## src/rtl/alu_pipe.sv

```systemverilog
// Registered ALU with valid/ready handshake, 1-cycle latency and an accumulator
// that can stand in for operand A on chained operations.
module alu_pipe #(
   parameter int WIDTH = 8,
   parameter int CNT_W = 16
) (
   input  logic             clk,
   input  logic             rst,
   input  logic             in_valid,
   output logic             in_ready,
   input  logic [2:0]       op,
   input  logic [WIDTH-1:0] a,
   input  logic [WIDTH-1:0] b,
   input  logic             use_acc,
   output logic             out_valid,
   input  logic             out_ready,
   output logic [WIDTH-1:0] result,
   output logic             carry,
   output logic             overflow,
   output logic             greater,
   output logic             equal,
   output logic             less,
   output logic             zero,
   output logic             illegal,
   output logic [WIDTH-1:0] acc,
   output logic [CNT_W-1:0] op_count
);

   localparam logic [2:0] OP_ADD = 3'b000;
   localparam logic [2:0] OP_SUB = 3'b001;
   localparam logic [2:0] OP_CMP = 3'b010;
   localparam logic [2:0] OP_AND = 3'b011;
   localparam logic [2:0] OP_OR  = 3'b100;
   localparam logic [2:0] OP_XOR = 3'b101;
   localparam logic [2:0] OP_CLR = 3'b110;

   logic             out_valid_q, out_valid_d;
   logic [WIDTH-1:0] result_q, result_d;
   logic             carry_q, carry_d, overflow_q, overflow_d;
   logic             greater_q, greater_d, equal_q, equal_d, less_q, less_d;
   logic             zero_q, zero_d, illegal_q, illegal_d;
   logic [WIDTH-1:0] acc_q, acc_d;
   logic [CNT_W-1:0] cnt_q, cnt_d;

   logic             accept;
   logic [WIDTH-1:0] op_a;
   logic [WIDTH:0]   add_sum, sub_sum;
   logic [WIDTH-1:0] alu_res;
   logic             alu_carry, alu_ovf, alu_gt, alu_eq, alu_lt, alu_ill, alu_acc_we;

   assign in_ready = !out_valid_q || out_ready;
   assign accept   = in_valid && in_ready;

   // Operation datapath: result, flags and accumulator write enable for the presented op
   always_comb begin
      op_a       = use_acc ? acc_q : a;
      add_sum    = {1'b0, op_a} + {1'b0, b};
      sub_sum    = {1'b0, op_a} + {1'b0, ~b} + {{WIDTH{1'b0}}, 1'b1};
      alu_res    = {WIDTH{1'b0}};
      alu_carry  = 1'b0;
      alu_ovf    = 1'b0;
      alu_gt     = 1'b0;
      alu_eq     = 1'b0;
      alu_lt     = 1'b0;
      alu_ill    = 1'b0;
      alu_acc_we = 1'b0;
      case (op)
         OP_ADD: begin
            alu_res    = add_sum[WIDTH-1:0];
            alu_carry  = add_sum[WIDTH];
            alu_ovf    = (op_a[WIDTH-1] == b[WIDTH-1]) && (add_sum[WIDTH-1] != op_a[WIDTH-1]);
            alu_acc_we = 1'b1;
         end
         OP_SUB: begin
            alu_res    = sub_sum[WIDTH-1:0];
            alu_carry  = sub_sum[WIDTH];
            alu_ovf    = (op_a[WIDTH-1] != b[WIDTH-1]) && (sub_sum[WIDTH-1] != op_a[WIDTH-1]);
            alu_acc_we = 1'b1;
         end
         OP_CMP: begin
            alu_res = sub_sum[WIDTH-1:0];
            alu_gt  = op_a > b;
            alu_eq  = op_a == b;
            alu_lt  = op_a < b;
         end
         OP_AND: begin
            alu_res    = op_a & b;
            alu_acc_we = 1'b1;
         end
         OP_OR: begin
            alu_res    = op_a | b;
            alu_acc_we = 1'b1;
         end
         OP_XOR: begin
            alu_res    = op_a ^ b;
            alu_acc_we = 1'b1;
         end
         OP_CLR: begin
            alu_res    = {WIDTH{1'b0}};
            alu_acc_we = 1'b1;
         end
         default: begin
            alu_ill = 1'b1;
         end
      endcase
   end

   // Next-state: load on accept, drop valid on a bare drain, otherwise hold
   always_comb begin
      out_valid_d = out_valid_q;
      result_d    = result_q;
      carry_d     = carry_q;
      overflow_d  = overflow_q;
      greater_d   = greater_q;
      equal_d     = equal_q;
      less_d      = less_q;
      zero_d      = zero_q;
      illegal_d   = illegal_q;
      acc_d       = acc_q;
      cnt_d       = cnt_q;
      if (accept) begin
         out_valid_d = 1'b1;
         result_d    = alu_res;
         carry_d     = alu_carry;
         overflow_d  = alu_ovf;
         greater_d   = alu_gt;
         equal_d     = alu_eq;
         less_d      = alu_lt;
         zero_d      = (alu_res == {WIDTH{1'b0}});
         illegal_d   = alu_ill;
         cnt_d       = cnt_q + {{(CNT_W-1){1'b0}}, 1'b1};
         if (alu_acc_we) begin
            acc_d = alu_res;
         end else begin
            acc_d = acc_q;
         end
      end else if (out_ready) begin
         out_valid_d = 1'b0;
      end else begin
         out_valid_d = out_valid_q;
      end
   end

   // Output, accumulator and counter registers
   always_ff @(posedge clk or posedge rst) begin
      if (rst) begin
         out_valid_q <= 1'b0;
         result_q    <= {WIDTH{1'b0}};
         carry_q     <= 1'b0;
         overflow_q  <= 1'b0;
         greater_q   <= 1'b0;
         equal_q     <= 1'b0;
         less_q      <= 1'b0;
         zero_q      <= 1'b0;
         illegal_q   <= 1'b0;
         acc_q       <= {WIDTH{1'b0}};
         cnt_q       <= {CNT_W{1'b0}};
      end else begin
         out_valid_q <= out_valid_d;
         result_q    <= result_d;
         carry_q     <= carry_d;
         overflow_q  <= overflow_d;
         greater_q   <= greater_d;
         equal_q     <= equal_d;
         less_q      <= less_d;
         zero_q      <= zero_d;
         illegal_q   <= illegal_d;
         acc_q       <= acc_d;
         cnt_q       <= cnt_d;
      end
   end

   assign out_valid = out_valid_q;
   assign result    = result_q;
   assign carry     = carry_q;
   assign overflow  = overflow_q;
   assign greater   = greater_q;
   assign equal     = equal_q;
   assign less      = less_q;
   assign zero      = zero_q;
   assign illegal   = illegal_q;
   assign acc       = acc_q;
   assign op_count  = cnt_q;

endmodule
```

## config.mk

```make
export PLATFORM = sky130hd
export DESIGN_NAME = alu_pipe
export DESIGN_NICKNAME = d
export VERILOG_FILES = /design/src/rtl/alu_pipe.sv
export SDC_FILE = /design/constraint.sdc
export NUM_CORES = 1
export LEC_CHECK = 0
export ABC_AREA = 0
export CAP_MARGIN = 25
export CORE_UTILIZATION = 52
export CTS_BUF_LIST = sky130_fd_sc_hd__clkbuf_16
export CTS_CLUSTER_SIZE = 12
export DETAILED_ROUTE_END_ITERATION = 16
export GPL_ROUTABILITY_DRIVEN = 0
export PLACE_DENSITY = 0.81
export SLEW_MARGIN = 20
export SYNTH_ARGS = -nofsm -noshare
export SYNTH_HDL_FRONTEND = slang
export SYNTH_SLANG_ARGS = --single-unit
```

## constraint.sdc

```tcl
create_clock -name clk -period 2.8 [get_ports clk]
set_input_delay 0.7 -clock clk [delete_from_list [all_inputs] [get_ports clk]]
set_output_delay 0.7 -clock clk [all_outputs]
set_load 0.05 [all_outputs]
```

==> flow_summary_export.csv, run 1 <==
group,metric,value,unit
run_status,outcome,"finished, violations left",
run_status,violations,"negative setup slack",
synthesis,yosys_warnings,0,
clock_network,cts_hold_buf,0,
placement,dp_hpwl,6681,um
finish,nFillCells,255,
run,cap_violations,0,
floorplan,die_area,6283,um2
timing,fin_setup_tns,-0.5924,ns
pwr,finalPower,3.724,mW
placement,io_buffers,64,
detailed_routing,remaining_drc_errors,0,
clock_network,clkLatencyLatePin,0.28,ns
synthesis,syn-cell-area,3104,um2
synthesis,ys_types,66,
floorplan,start_util,55.02,%
clock_network,cts_max_level,2,
finish,diodes,0,
worst_hold_path,hold_class,"flop to flop",
detailed_routing,wire_per_inst,22.31,um
detailed_routing,finalWirelength,12180,um
placement,post-place-ws,-0.8510,ns
synthesis,synth-edff-count,0,
synthesis,syn_area_per_cell,9.493,um2
global_routing,grt_pass1_vias,3188,
pwr,p_switching,1.692,mW
worst_setup_path,cp.required,2.97,ns
global_routing,grt_overflow,0,
timing,maxSlewHeadroom,64.88,%
timing,max_slew.worst_pin.slew,0.5251,ns
synthesis,ys_seq_area_share,32.25,%
detailed_routing,via_per_inst,6.293,
synthesis,synth-main-ff-cell,"dfrtp_1",
timing,fmax,336.3,MHz
worst_setup_path,critPathCaptureType,"flop",
finish,drive_above_1_share,36.71,%
clock_network,cts_tree,"yes",
worst_setup_path,critPathArrivalTime,3.14,ns
floorplan,core.rowCount,27,
finish,multi_input_area,2268,um2
detailed_routing,drtAntennaViolNets,0,
detailed_routing,vias,3436,
global_routing,grt_pass1_wl,15860,um
clock_network,clkSinkCount,40,
pwr,clkPwrFrac,14.6,%
pwr,pwr-share-seq,23.3,%
pwr,powerDensity,753.9,nW/um2
timing,rsz0062_at_grt,"yes",
floorplan,die_h,79.27,um
synthesis,synth_top_cell_area_share,32.25,%
clock_network,clock_path_buffers,2,
finish,syn_to_final_growth,59.13,%
clock_network,numCtsBuffers,5,
finish,nNetsFinal,528,
timing,setup_ws,-0.1738,ns
global_routing,grt.total_usage,32.86,%
pwr,ir_drop,0.6354,mV
timing,hold_viol,0,
clock_network,cts.clk_slew.worst_paths,0.06,ns
pwr,p_int,2.032,mW
finish,regArea,1001,um2
timing,clock_skew,0.008084,ns
synthesis,synthArstFlopShare,100.0,%
timing,setup_viol,7,
synthesis,ys_ff_latch,40,
global_routing,antenna_found_initial,0,
detailed_routing,firstDrtPassIters,6,
synthesis,syn_inst,327,
clock_network,root_buffer,"clkbuf_16",
floorplan,dieWidth,79.27,um
worst_setup_path,crit_type,"input port to flop",
global_routing,grt_max_degree,41,
timing,min_period,2.974,ns
timing,whs,0.4806,ns
synthesis,syn-num-nets,382,
pwr,p_sw_share,45.44,%
detailed_routing,drtIter0Drc,434,
pwr,p_leak,2.240,nW
timing,maxSlewViolCount,0,
floorplan,core,5642,um2
pwr,combPwrFrac,62.2,%
worst_setup_path,path_max_fanout,3,
timing,fin_crit_sh,106.2,%
worst_setup_path,cp-start-kind,"input port",
floorplan,ios,65,
synthesis,ys_top_cells_by_area,"dfrtp_1 (32%), ha_1 (12%), xnor2_1 (5.1%)",
synthesis,yosys.area.top_type,"dfrtp_1",
-- worst max-delay path, cell delays in order --
cell	delay, ns
dlygate4sd2_1	0.34
ha_2	0.26
inv_2	0.05
fa_2	0.40
nand3b_1	0.27
a21oi_2	0.23
a211oi_2	0.08
xnor2_1	0.27
o221ai_2	0.18
o41ai_2	0.37
-- per-layer routing --
layer  global-route usage [%]  vias to the layer above  share of wire (%)
li1                         -                     1439                  -
met4                    11.45                        0                6.7
met3                    4.828                      109                9.0
met2                    56.29                      294                 47
met5                        0                        -                  0
met1                    42.09                     1594                 37
-- through the flow --
step           util (%)  std cells  instance area, um2
6_report          87.56        546                4940
5_1_grt           87.56        546                4940
4_1_cts           83.32        539                4701
3_5_place_dp      76.47        520                4314
3_3_place_gp      76.47        520                4314
2_1_floorplan         -        327                3157
-- synthesized netlist by cell type, types with 5 or more instances --
master and count:
a211oi_1 6, a21oi_1 8, dfrtp_1 40, ha_1 29
inv_1 31, mux2_2 8, mux2i_1 9, nand2_1 28
nand2b_1 10, nand3_1 10, nand4_1 5, nor2_1 15
nor3_1 5, o21ai_0 21, xnor2_1 18, xor2_1 6
-- placed cells by master, fill, tap and decap left out, types with 5 or more instances in the layout --
cell and n:
a21oi_1 5, buf_4 88, clkbuf_16 5, clkdlybuf4s50_1 52, dfrtp_1 40, dlygate4sd2_1 6
ha_1 15, ha_2 5, ha_4 9, inv_1 24, inv_2 9, mux2_2 5
mux2i_4 6, nand2_1 28, nand2b_1 9, nand3_1 10, nand4_1 5, nor2_1 15
o21ai_0 19, xnor2_1 17, xor2_1 6
-- power groups by stage --
stage | combinational [mW] | sequential [mW] | clock [mW]
2_1_floorplan | 0.715 | 1.29 | 0
3_3_place_gp | 1.83 | 0.844 | 0
3_5_place_dp | 1.87 | 0.846 | 0
6_report | 2.32 | 0.866 | 0.542
5_1_grt | 2.41 | 0.881 | 0.567
4_1_cts | 2.01 | 0.846 | 0.526
-- registers in the layout (all words and copies together), names as in the netlist --
signal     flops
zero           1
result         8
acc            8
greater        1
equal          1
op_count      16
overflow       1
less           1
carry          1
illegal        1
out_valid      1
-- path summary, 6_finish.rpt --
| check | start | endpoint | slack, ns | depth (start not counted) |
|---|---|---|---|---|
| setup / recovery | b[0] | zero$_DFFE_PP0P_ | -0.17 | 10 |
| hold / removal | op_count[15]$_DFFE_PP0P_ | op_count[15]$_DFFE_PP0P_ | 0.48 | 1 |
| setup reg to reg | acc[0]$_DFFE_PP0P_ | zero$_DFFE_PP0P_ | -0.03 | 11 |
| hold reg to reg | op_count[15]$_DFFE_PP0P_ | op_count[15]$_DFFE_PP0P_ | 0.48 | 1 |
| max in group asynchronous | rst | carry$_DFFE_PP0P_ | 1.58 | 3 |
| min in group asynchronous | rst | acc[0]$_DFFE_PP0P_ | 0.85 | 3 |
-- cells by family after synthesis --
| kind of cell | count (synthesis) | share of synthesized area (%) |
|---|---|---|
| AOI/OAI and AO/OA | 67 | 15.68 |
| DFF | 40 | 32.25 |
| and+or+nand+nor | 102 | 18.38 |
| buffers and inverters | 45 | 7.416 |
| adders and majority gates | 31 | 12.98 |
| xor gates and xnor gates | 25 | 7.497 |
| muxes | 17 | 5.804 |
-- repair_timing --
item                       CTS  global route
resized for setup           45            41
setup endpoints to repair   20            14
pin swaps                   17            16
setup buffers               11             9
-- layout make-up --
type / count / share of cell area, %
Inverter: 31 / 2.356
Multi-Input combinational cell: 242 / 45.92
Clock inverter: 3 / 0.2280
Tap cell: 72 / 1.824
Timing Repair Buffer: 153 / 26.87
Clock buffer: 5 / 2.533
Sequential cell: 40 / 20.26
Power figures use the tool's default switching activity.
==> run 2, diff against run 1 <==
--- a/config.mk
+++ b/config.mk
@@ -6,14 +6,14 @@
 export NUM_CORES = 1
 export LEC_CHECK = 0
 export ABC_AREA = 0
-export CAP_MARGIN = 25
+export CAP_MARGIN = 20
 export CORE_UTILIZATION = 52
 export CTS_BUF_LIST = sky130_fd_sc_hd__clkbuf_16
 export CTS_CLUSTER_SIZE = 12
 export DETAILED_ROUTE_END_ITERATION = 16
 export GPL_ROUTABILITY_DRIVEN = 0
 export PLACE_DENSITY = 0.81
-export SLEW_MARGIN = 20
+export RECOVER_POWER = 100
 export SYNTH_ARGS = -nofsm -noshare
 export SYNTH_HDL_FRONTEND = slang
 export SYNTH_SLANG_ARGS = --single-unit
==> run 2 against run 1 <==
  * First-iteration DRC count grew 0.46%
  * Non-clock buffer count is the same
  * Sequential share of layout area grew 0.057 points
  * Clock power is essentially flat
  * Global-route usage is the same
  * Critical path depth is the same
  * Fmax shrank 0.37%
  * Final cell count is the same
  * Clock skew grew 0.00057 ns
  * Setup slack lost 0.011 ns
  * The run still ends with negative setup slack left
==> flow_summary_export.csv, run 2 (synthesis gave the netlist of run 1 again) <==
group,metric,value,unit
detailed_routing,finalWirelength,12220,um
timing,rsz0062_at_grt,"yes",
detailed_routing,wire_per_inst,22.37,um
floorplan,ios,65,
clock_network,cts.clk_slew.worst_paths,0.06,ns
worst_setup_path,r2r-end,"zero$_DFFE_PP0P_",
clock_network,clkLatencyLatePin,0.28,ns
worst_setup_path,cp-start-kind,"input port",
run_status,outcome,"finished, violations left",
worst_setup_path,crit_type,"input port to flop",
worst_setup_path,cp-startpoint,"b[0]",
clock_network,root_buffer,"clkbuf_16",
placement,placed_cell_area,4314,um2
run_status,violations,"negative setup slack",
timing,setup_ws,-0.1847,ns
global_routing,grt_overflow,0,
floorplan,start_util,55.02,%
worst_setup_path,cp_cell_sequence,"dlygate4sd2_1 > ha_2 > inv_2 > fa_2 > nand3b_1 > a21oi_2 > a211oi_2 > xnor2_1 > o221ai_2 > o41ai_2",
finish,nFillCells,262,
timing,hold_viol,0,
worst_setup_path,worst_r2r_path_depth,11,
clock_network,clock_path_buffers,2,
timing,max_slew.worst_pin.slew,1.009,ns
pwr,ir_drop,0.6224,mV
finish,fin_area,4926,um2
global_routing,grt_pass1_wl,15860,um
timing,fin_setup_tns,-0.5392,ns
detailed_routing,remaining_drc_errors,0,
global_routing,grt_pass1_vias,3188,
detailed_routing,drtAntennaViolNets,0,
detailed_routing,via_per_inst,6.242,
placement,dp_hpwl,6681,um
timing,fin_crit_sh,106.6,%
global_routing,grt_max_degree,41,
timing,setup_viol,9,
global_routing,antenna_found_initial,0,
timing,fmax,335.0,MHz
floorplan,core,5642,um2
timing,min_period,2.985,ns
clock_network,numCtsBuffers,5,
timing,maxSlewHeadroom,32.73,%
detailed_routing,vias,3408,
run,cap_violations,0,
worst_hold_path,holdCritStartpoint,"op_count[15]$_DFFE_PP0P_",
placement,io_buffers,64,
placement,post-place-ws,-0.8510,ns
floorplan,core.rowCount,27,
worst_hold_path,hold_class,"flop to flop",
worst_setup_path,r2r_setup_slack,-0.03,ns
timing,clock_skew,0.008657,ns
worst_setup_path,crit_buf_inv,2,
detailed_routing,drtIter0Drc,436,
finish,final_cells,546,
worst_setup_path,slowest_delay,0.40,ns
worst_setup_path,cpMaxStageDelayCell,"fa_2",
finish,diodes,0,
clock_network,clkSinkCount,40,
floorplan,die_area,6283,um2
clock_network,cts_tree,"yes",
clock_network,cts_max_level,2,
finish,drive_above_1_share,36.08,%
worst_setup_path,critPathArrivalTime,3.15,ns
pwr,powerDensity,746.7,nW/um2
finish,layout_commonest_cell,"buf_4",
floorplan,die_h,79.27,um
worst_setup_path,r2r_start,"acc[0]$_DFFE_PP0P_",
floorplan,dieWidth,79.27,um
worst_hold_path,hold-path-endpoint,"op_count[15]$_DFFE_PP0P_",
detailed_routing,firstDrtPassIters,5,
worst_setup_path,cp_top_family,"compound AO/OA/AOI/OAI gates",
timing,maxSlewViolCount,0,
finish,syn_to_final_growth,58.69,%
timing,whs,0.4697,ns
worst_setup_path,cp.required,2.96,ns
finish,final_cell_mix,"buf_4 (84), dfrtp_1 (40), dlygate4sd3_1 (34)",
worst_setup_path,critPathCaptureType,"flop",
finish,largest_reg_flops,16,
placement,place_inst,520,
worst_setup_path,path_max_fanout,3,
finish,nNetsFinal,528,
worst_hold_path,holdPathStages,1,
pwr,p_leak,2.295,nW
global_routing,grt.total_usage,32.86,%
## run 2: power by group
group	internal, mW	switching [mW]	leakage [nW]
combinational	0.962	1.32	1.71
sequential	0.711	0.151	0.516
clock	0.321	0.218	0.0738
total	1.99	1.68	2.29
## run 2: worst max path at each step
| stage | endpoint | cells after the start |
|---|---|---|
| floorplan | zero$_DFFE_PP0P_ | 10 |
| global placement | zero$_DFFE_PP0P_ | 10 |
| detailed placement | zero$_DFFE_PP0P_ | 10 |
| CTS | zero$_DFFE_PP0P_ | 12 |
| global route | zero$_DFFE_PP0P_ | 12 |
| finish | zero$_DFFE_PP0P_ | 10 |
## run 2: per-layer routing
metal  global-route usage, %  vias up  share of wire [%]
met4                   11.45        0                6.3
met1                   42.09     1585                 37
met2                   56.29      278                 47
met5                       0        -                  0
li1                        -     1450                  -
met3                   4.828       95                9.3
## run 2: per-stage QoR
step,util (%),power [mW]
2_1_floorplan,-,2.001
3_3_place_gp,76.47,2.675
3_5_place_dp,76.47,2.720
4_1_cts,83.32,3.380
5_1_grt,87.31,3.813
6_report,87.31,3.678
## run 2: cell type report
cell class,count,area (um2),area share [%]
inverter,31,116.4,2.362
sequential,40,1001,20.32
tap,72,90.09,1.829
timing repair buffer,153,1314,26.67
clock buffer,5,125.1,2.540
clock inverter,3,11.26,0.2286
multi-input combinational,242,2268,46.05
## run 2: repair_timing
action | in CTS | in global routing
hold buffers | 0 | 0
cloned | 0 | 0
buffers inserted | 11 | 9
pin swaps | 17 | 16
endpoints found under the hold margin | 0 | 0
resized for setup | 45 | 41
endpoints found under the setup margin | 20 | 14
